[config.mk]
export PLATFORM = sky130hd
export DESIGN_NAME = tick_event_scheduler_flat
export DESIGN_NICKNAME = d
export VERILOG_FILES = /design/src/rtl/tick_event_scheduler_if.sv /design/src/rtl/tick_event_scheduler.sv /design/src/flat_wrapper.sv
export SDC_FILE = /design/constraint.sdc
export NUM_CORES = 1
export LEC_CHECK = 0
export ABC_AREA = 1
export CAP_MARGIN = 0
export CORE_ASPECT_RATIO = 0.7
export CORE_UTILIZATION = 60
export DETAILED_ROUTE_END_ITERATION = 8
export DONT_BUFFER_PORTS = 1
export PLACE_DENSITY = 0.76
export REMOVE_ABC_BUFFERS = 1
export SLEW_MARGIN = 20
export SYNTH_ARGS = -nofsm -noshare
export SYNTH_HDL_FRONTEND = slang
export SYNTH_SLANG_ARGS = --single-unit
[constraint.sdc]
create_clock -name clk -period 4.8 [get_ports clk]
set_clock_uncertainty 0.05 [all_clocks]
set_input_delay 1.44 -clock clk [delete_from_list [all_inputs] [get_ports clk]]
set_output_delay 1.44 -clock clk [all_outputs]
set_load 0.01 [all_outputs]
[src/rtl/tick_event_scheduler_if.sv]
// Event handshake between the tick scheduler (master) and the stat-update FSM (slave).
// The master offers one channel index at a time; the slave accepts it with ev_ack.
interface tick_event_scheduler_if #(
    parameter int NCH = 4
) ();
    localparam int CW = (NCH > 1) ? $clog2(NCH) : 1;

    logic          ev_valid;
    logic [CW-1:0] ev_ch;
    logic          ev_ack;

    modport master (output ev_valid, output ev_ch, input ev_ack);
    modport slave  (input ev_valid, input ev_ch, output ev_ack);
endinterface

[src/rtl/tick_event_scheduler.sv]
// Tick event scheduler: NCH periodic pet-state timers share the game tick and raise
// pending events, which a round-robin arbiter offers one at a time over a valid/ack
// handshake.
// Optional build macro FAST_FWD_EN: adds input ff; while ff=1 every clk cycle counts
// as a tick (still gated by enable).
//
//   state | meaning
//   ------+-------------------------------------------------------------
//   IDLE  | no event offered; grants the next pending channel after last
//   OFFER | ev_valid=1 with ev_ch held until the consumer acks
module tick_event_scheduler #(
    parameter int NCH = 4,
    parameter int PW  = 8
) (
    input  logic                   clk,
    input  logic                   rst,
`ifdef FAST_FWD_EN
    input  logic                   ff,
`endif
    input  logic                   tick,
    input  logic                   enable,
    input  logic [NCH*PW-1:0]      period_i,
    output logic [NCH-1:0]         pending,
    output logic [NCH-1:0]         overrun,
    tick_event_scheduler_if.master ev
);
    localparam int CW = (NCH > 1) ? $clog2(NCH) : 1;

    typedef enum logic {IDLE, OFFER} state_t;

    state_t        state;
    logic          adv;
    logic          ack_fire;
    logic [NCH-1:0] expire;
    logic          ev_valid_r;
    logic [CW-1:0] ev_ch_r;
    logic [CW-1:0] last;
    logic [CW-1:0] grant;
    logic [CW-1:0] idx;
    logic          found;

`ifdef FAST_FWD_EN
    assign adv = (tick | ff) & enable;
`else
    assign adv = tick & enable;
`endif

    // OFFER is the only state with ev_valid=1, so an ack outside it is ignored.
    assign ack_fire = ev_valid_r & ev.ev_ack;

    for (genvar k = 0; k < NCH; k++) begin : g_ch
        logic [PW-1:0] per;
        logic [PW-1:0] cnt;
        logic [PW:0]   nxt;

        assign per = period_i[k*PW +: PW];
        // One extra bit so cnt+1 never wraps before the compare.
        assign nxt = {1'b0, cnt} + (PW+1)'(1);
        assign expire[k] = adv && (per != '0) && (nxt >= {1'b0, per});

        // Per-channel tick counter; a disabled channel is parked at zero.
        always_ff @(posedge clk) begin
            if (rst) begin
                cnt <= '0;
            end else if (per == '0) begin
                cnt <= '0;
            end else if (adv) begin
                cnt <= expire[k] ? '0 : nxt[PW-1:0];
            end
        end
    end

    // Pending/overrun flags: expiry sets pending; an ack of the same channel in the
    // same cycle counts as a fresh event rather than a lost one.
    always_ff @(posedge clk) begin
        if (rst) begin
            pending <= '0;
            overrun <= '0;
        end else begin
            for (int k = 0; k < NCH; k++) begin
                if (expire[k]) begin
                    if (pending[k] && !(ack_fire && ev_ch_r == CW'(k)))
                        overrun[k] <= 1'b1;
                    pending[k] <= 1'b1;
                end else if (ack_fire && ev_ch_r == CW'(k)) begin
                    pending[k] <= 1'b0;
                end
            end
        end
    end

    // Round-robin search starting just after the last granted channel.
    always_comb begin
        grant = '0;
        found = 1'b0;
        idx   = '0;
        for (int i = 1; i <= NCH; i++) begin
            idx = CW'((int'(last) + i) % NCH);
            if (!found && pending[idx]) begin
                found = 1'b1;
                grant = idx;
            end
        end
    end

    // Arbiter FSM with registered ev_valid/ev_ch.
    always_ff @(posedge clk) begin
        if (rst) begin
            state      <= IDLE;
            ev_valid_r <= 1'b0;
            ev_ch_r    <= '0;
            last       <= CW'(NCH - 1);
        end else begin
            case (state)
                IDLE: begin
                    if (|pending) begin
                        ev_ch_r    <= grant;
                        ev_valid_r <= 1'b1;
                        state      <= OFFER;
                    end
                end
                OFFER: begin
                    if (ev.ev_ack) begin
                        last       <= ev_ch_r;
                        ev_valid_r <= 1'b0;
                        state      <= IDLE;
                    end
                end
                default: begin
                    state      <= IDLE;
                    ev_valid_r <= 1'b0;
                end
            endcase
        end
    end

    assign ev.ev_valid = ev_valid_r;
    assign ev.ev_ch    = ev_ch_r;

endmodule
[src/flat_wrapper.sv]
// flat-port wrapper written by rule: the top's interface ports become plain ports
module tick_event_scheduler_flat 
#(
    parameter int NCH = 4,
    parameter int PW  = 8
)
  (clk, rst, tick, enable, period_i, pending, overrun, ev_ev_valid, ev_ev_ch, ev_ev_ack);
  tick_event_scheduler_if #(.NCH(NCH)) ev_i ();
  input  logic clk;
  input  logic rst;
  input  logic tick;
  input  logic enable;
  input  logic [NCH*PW-1:0] period_i;
  output logic [NCH-1:0] pending;
  output logic [NCH-1:0] overrun;
  output wire logic [$bits(ev_i.ev_valid)-1:0] ev_ev_valid;
  output wire logic [$bits(ev_i.ev_ch)-1:0] ev_ev_ch;
  input wire logic [$bits(ev_i.ev_ack)-1:0] ev_ev_ack;
  assign ev_ev_valid = ev_i.ev_valid;
  assign ev_ev_ch = ev_i.ev_ch;
  assign ev_i.ev_ack = ev_ev_ack;
  tick_event_scheduler #(.NCH(NCH), .PW(PW)) u_core (.clk(clk), .rst(rst), .tick(tick), .enable(enable), .period_i(period_i), .pending(pending), .overrun(overrun), .ev(ev_i));
endmodule
==> results.txt <==
Setup total negative slack on the finished layout was measured at 0 ns. The run gives 529 uW as the internal power component. Sequential elements use 24.7% of the synthesized area. The most used flip-flop cell after synthesis is sky130_fd_sc_hd__dfxtp_1.

After clock tree synthesis, the setup repair step added 0 buffers. After detailed routing, the number of vias per cell comes to 5.15. The worst register-to-register path has a depth of 16.

After synthesis, the mean cell area works out to 6.26 um2. 0 antenna diodes ended up in the layout. The detail route stage leaves a number of antenna-violating nets equal to 0. Topmost layer with routed signal wires: met4. Static timing analysis puts the maximum clock frequency at 0.368 GHz. The path with the worst hold slack has its endpoint at u_core.g_ch[0].cnt[3]. Summed over all nets, the half-perimeter wirelength after detailed placement is 6280 um. In this run, post-CTS hold repair placed 0 buffers. The standby leakage power was 0.00197 uW; the height of the die was 67.9 um. The critical hold path startpoint is u_core.g_ch[0].cnt[3]. The area of the mapped netlist came out at 0.00372 mm2. In this run, synthesis inferred 0 flip-flops with an integrated enable. Per report_power, the combinational group accounts for 11.0% of the total. The critical path is of the reg2reg type. The maximum clock path buffer count was 2. The tools report the synthesized instance count as 595. After the first detailed-routing iteration, the DRC count stood at 154. The number of distinct library cells after synthesis was 30; the share of the synthesized area in the top cell type was 24.7%. The post-route clock period utilization works out to 56.6%. The worst max-slew margin expressed relative to the limit was 39.9%. Of the total power, the share spent switching nets is 26.9%. The worst path needs 2.72 ns of the cycle, external delays included.

The area inside the core boundary is 0.00584 mm2. The number of clock sinks seen by CTS is 46. Cell at the root of the clock tree: sky130_fd_sc_hd__clkbuf_8. The worst-case IR drop observed on VDD is 139 uV. Across all register-to-register paths, the minimum setup slack is 2.08 ns. The tools report the element type at the critical path end as a flop. The run gives 0.823 as the final weighted congestion in routability-driven placement. The final worst setup slack is 2.08 ns.

The path class of the tightest hold or removal check is reg2reg. The share of layout cells above drive strength 1 came out at 5.57%. The run gives 0 as the reported max-cap violation count. The clock reaches the later pin of the worst-skew pair after 0.31 ns.

The max-slew violation count is 0. Sorting the synthesized cells by area gives the leading types as sky130_fd_sc_hd__dfxtp_1 25%, sky130_fd_sc_hd__nand2_1 15%, sky130_fd_sc_hd__ha_1 12%. The share of total power dissipated in the clock network is 34.8%. The number of antenna violations at the first check in global routing is 0. The final hold violation count came out at 0. Dividing total power by cell area gives a power density of 187 mW/mm2. The cell accounting for the most synthesized area was sky130_fd_sc_hd__dfxtp_1.

The via count of the first global-routing pass was 2969; the instance count along the most critical hold path was 2. In this run the critical register-to-register path is captured at u_core.g_ch[0].cnt[5]. For the met1 layer wirelength in the final routing, the log shows 4080 um. Before antenna repair, the detailed router went through 4 iterations. TritonCTS built the clock tree.

The residual overflow from global routing is 0. For the detailed-route via count, the log shows 3437. The startpoint identified for the worst register-to-register timing path is u_core.g_ch[0].cnt[0]. 48 I/O pins were placed. The run gives 3330 um as the wire length on met2. The flow ran to the end, and the final reports show no timing, DRC or antenna violations.

The highest net fanout along the worst path was 9; the required time at the worst-slack endpoint was 4.98 ns. Setup violations remaining at the end of the flow were counted as 0. For the H-tree level count, the log shows 2. At the placement stage, the worst setup path has a slack of 1.90 ns. The tools report the maximum number of pins on one net before global-route repair as 52. Setup repair after global routing left no endpoint under its margin. The per-cell routed wire length came out at 11.8 um. Counting the buffers created by CTS gives 5. The tools report the element type at the critical path start as a flop.

The logs give 7860 um for the total length of routed wires and 0.00653 mm2 for the total die area. The async set or reset register ratio after synthesis works out to 0%. Number of gates resized after cts: 0. The switching power is 195 uW. Counting flops and latches in the post-synthesis netlist gives 46. For this run, the post-layout net count is 664. The met3 layer wire length in the routed design is 389 um, and the die boundary width is 96.2 um. Sequential share of power: 54.2%. Clock input transition at the sequential cells of the worst setup and hold paths: 0.09 ns. In the routed design, unresolved DRC markers number 0. During synthesis, Yosys emitted a total of 0 warnings. The combined global-route utilization of all metal layers was 25.6%; the data arrival at the endpoint of the critical path was 2.90 ns. The first global-routing pass estimated 13100 um of wire. For the pin with the worst max-slew slack, the measured transition is 0.898 ns. Relative to the synthesized area, the layout overhead comes to 3.66%. The count of buffers added on input and output ports is 0.

For this configuration, the core starts out at a cell density of 63.8%. The number of placement rows came out at 23.
critical path: stages, from the launching register on:
cell and delay, ns:
sky130_fd_sc_hd__dfxtp_1 0.42, sky130_fd_sc_hd__ha_1 0.22, sky130_fd_sc_hd__nand2_1 0.10, sky130_fd_sc_hd__nor2_2 0.20, sky130_fd_sc_hd__inv_1 0.07, sky130_fd_sc_hd__nor2_1 0.12, sky130_fd_sc_hd__xor2_1 0.23, sky130_fd_sc_hd__inv_1 0.07
sky130_fd_sc_hd__ha_1 0.31, sky130_fd_sc_hd__a21o_1 0.16, sky130_fd_sc_hd__nand3_1 0.07, sky130_fd_sc_hd__nand2_1 0.05, sky130_fd_sc_hd__nor2_1 0.12, sky130_fd_sc_hd__nand3_2 0.11, sky130_fd_sc_hd__nand2_4 0.13, sky130_fd_sc_hd__nand2_1 0.08
sky130_fd_sc_hd__a21oi_1 0.13
layout make-up:
type / instances / area (um2)
Multi-Input combinational cell: 427 / 2330
Fill cell: 550 / 1980
Sequential cell: 46 / 921
Inverter: 110 / 413
Tap cell: 75 / 93.8
Clock buffer: 6 / 82.6
Clock inverter: 2 / 12.5
Timing Repair Buffer: 1 / 7.51
Yosys cell counts (2+ instances only):
cell type and instances:
sky130_fd_sc_hd__nand2_1 151, sky130_fd_sc_hd__inv_1 110, sky130_fd_sc_hd__nor2_1 75, sky130_fd_sc_hd__a21oi_1 50
sky130_fd_sc_hd__dfxtp_1 46, sky130_fd_sc_hd__ha_1 36, sky130_fd_sc_hd__nand3_1 24, sky130_fd_sc_hd__xor2_1 17
sky130_fd_sc_hd__nand4_1 12, sky130_fd_sc_hd__a21o_1 8, sky130_fd_sc_hd__clkbuf_1 8, sky130_fd_sc_hd__o21ai_0 7
sky130_fd_sc_hd__nor2_2 6, sky130_fd_sc_hd__nand2_2 5, sky130_fd_sc_hd__nor3_1 5, sky130_fd_sc_hd__o21ai_1 5
sky130_fd_sc_hd__a31oi_1 4, sky130_fd_sc_hd__nand2_4 4, sky130_fd_sc_hd__nand3_2 4, sky130_fd_sc_hd__o211ai_1 3
sky130_fd_sc_hd__xnor2_1 3, sky130_fd_sc_hd__buf_6 2, sky130_fd_sc_hd__nor4_1 2, sky130_fd_sc_hd__or2_2 2
metrics by stage:
step	cell area (um2)	utilization [%]	hold slack [ns]	instances	total power, uW
floorplan	3660	-	0.395	583	461
global placement	3770	64.5	0.403	659	477
detailed placement	3770	64.5	0.422	659	480
CTS	3860	66.1	0.434	667	728
global route	3860	66.1	0.463	667	755
finish	3860	66.1	0.435	667	724
metal layers:
| layer | track usage, % | vias up |
|---|---|---|
| li1 | - | 1857 |
| met1 | 35.1 | 1523 |
| met2 | 42.1 | 53 |
| met3 | 4.33 | 4 |
| met4 | 5.60 | 0 |
| met5 | 0 | - |
registers in the layout, summed over array words and instances (netlist names):
name                cells
u_core.g_ch.cnt        32
u_core.ev.ev_valid      1
u_core.last             2
u_core.ev.ev_ch         2
u_core.overrun          4
u_core.state            1
u_core.pending          4
power groups by stage:
stage          Sequential [uW]  Combinational, uW  Clock (uW)
4_1_cts                    392               79.9         256
6_report                   392               79.7         252
3_5_place_dp               401               79.4           0
2_1_floorplan              399               62.4           0
5_1_grt                    393               93.1         269
3_3_place_gp               401               76.5           0
placed cells by master (no fill, tap or decap), types with 6 or more instances in the layout:
master / n
sky130_fd_sc_hd__xor2_1: 17
sky130_fd_sc_hd__ha_1: 36
sky130_fd_sc_hd__nand3_1: 24
sky130_fd_sc_hd__nand4_1: 12
sky130_fd_sc_hd__dfxtp_1: 46
sky130_fd_sc_hd__a21oi_1: 50
sky130_fd_sc_hd__nand2_1: 150
sky130_fd_sc_hd__nor2_2: 6
sky130_fd_sc_hd__o21ai_0: 7
sky130_fd_sc_hd__a21o_1: 8
sky130_fd_sc_hd__inv_1: 110
sky130_fd_sc_hd__clkbuf_8: 6
sky130_fd_sc_hd__nor2_1: 75
sky130_fd_sc_hd__nand2_2: 6
cell families (layout without fill, tap and decap cells):
group / Yosys count / count (layout) / synth area share [%]
AO/OA/AOI/OAI: 79 / 79 / 11.7
AND/OR/NAND/NOR: 291 / 291 / 33.8
flip-flops: 46 / 46 / 24.7
adder cells (fa/ha/maj): 36 / 36 / 12.1
buffers and inverters: 122 / 119 / 12.8
XOR/XNOR: 20 / 20 / 4.70
multiplexers: 1 / 1 / 0.269
worst max-delay path by stage:
stage          slack [ns]                    end                   from
4_1_cts              2.10  u_core.g_ch[0].cnt[5]  u_core.g_ch[0].cnt[0]
3_5_place_dp         1.90  u_core.g_ch[1].cnt[3]                   tick
5_1_grt              1.79  u_core.g_ch[1].cnt[1]  u_core.g_ch[1].cnt[0]
2_1_floorplan        1.62  u_core.g_ch[1].cnt[0]                   tick
6_report             2.08  u_core.g_ch[0].cnt[5]  u_core.g_ch[0].cnt[0]
3_3_place_gp         1.99  u_core.g_ch[2].cnt[7]                   tick
Power figures use the tool's default switching activity.
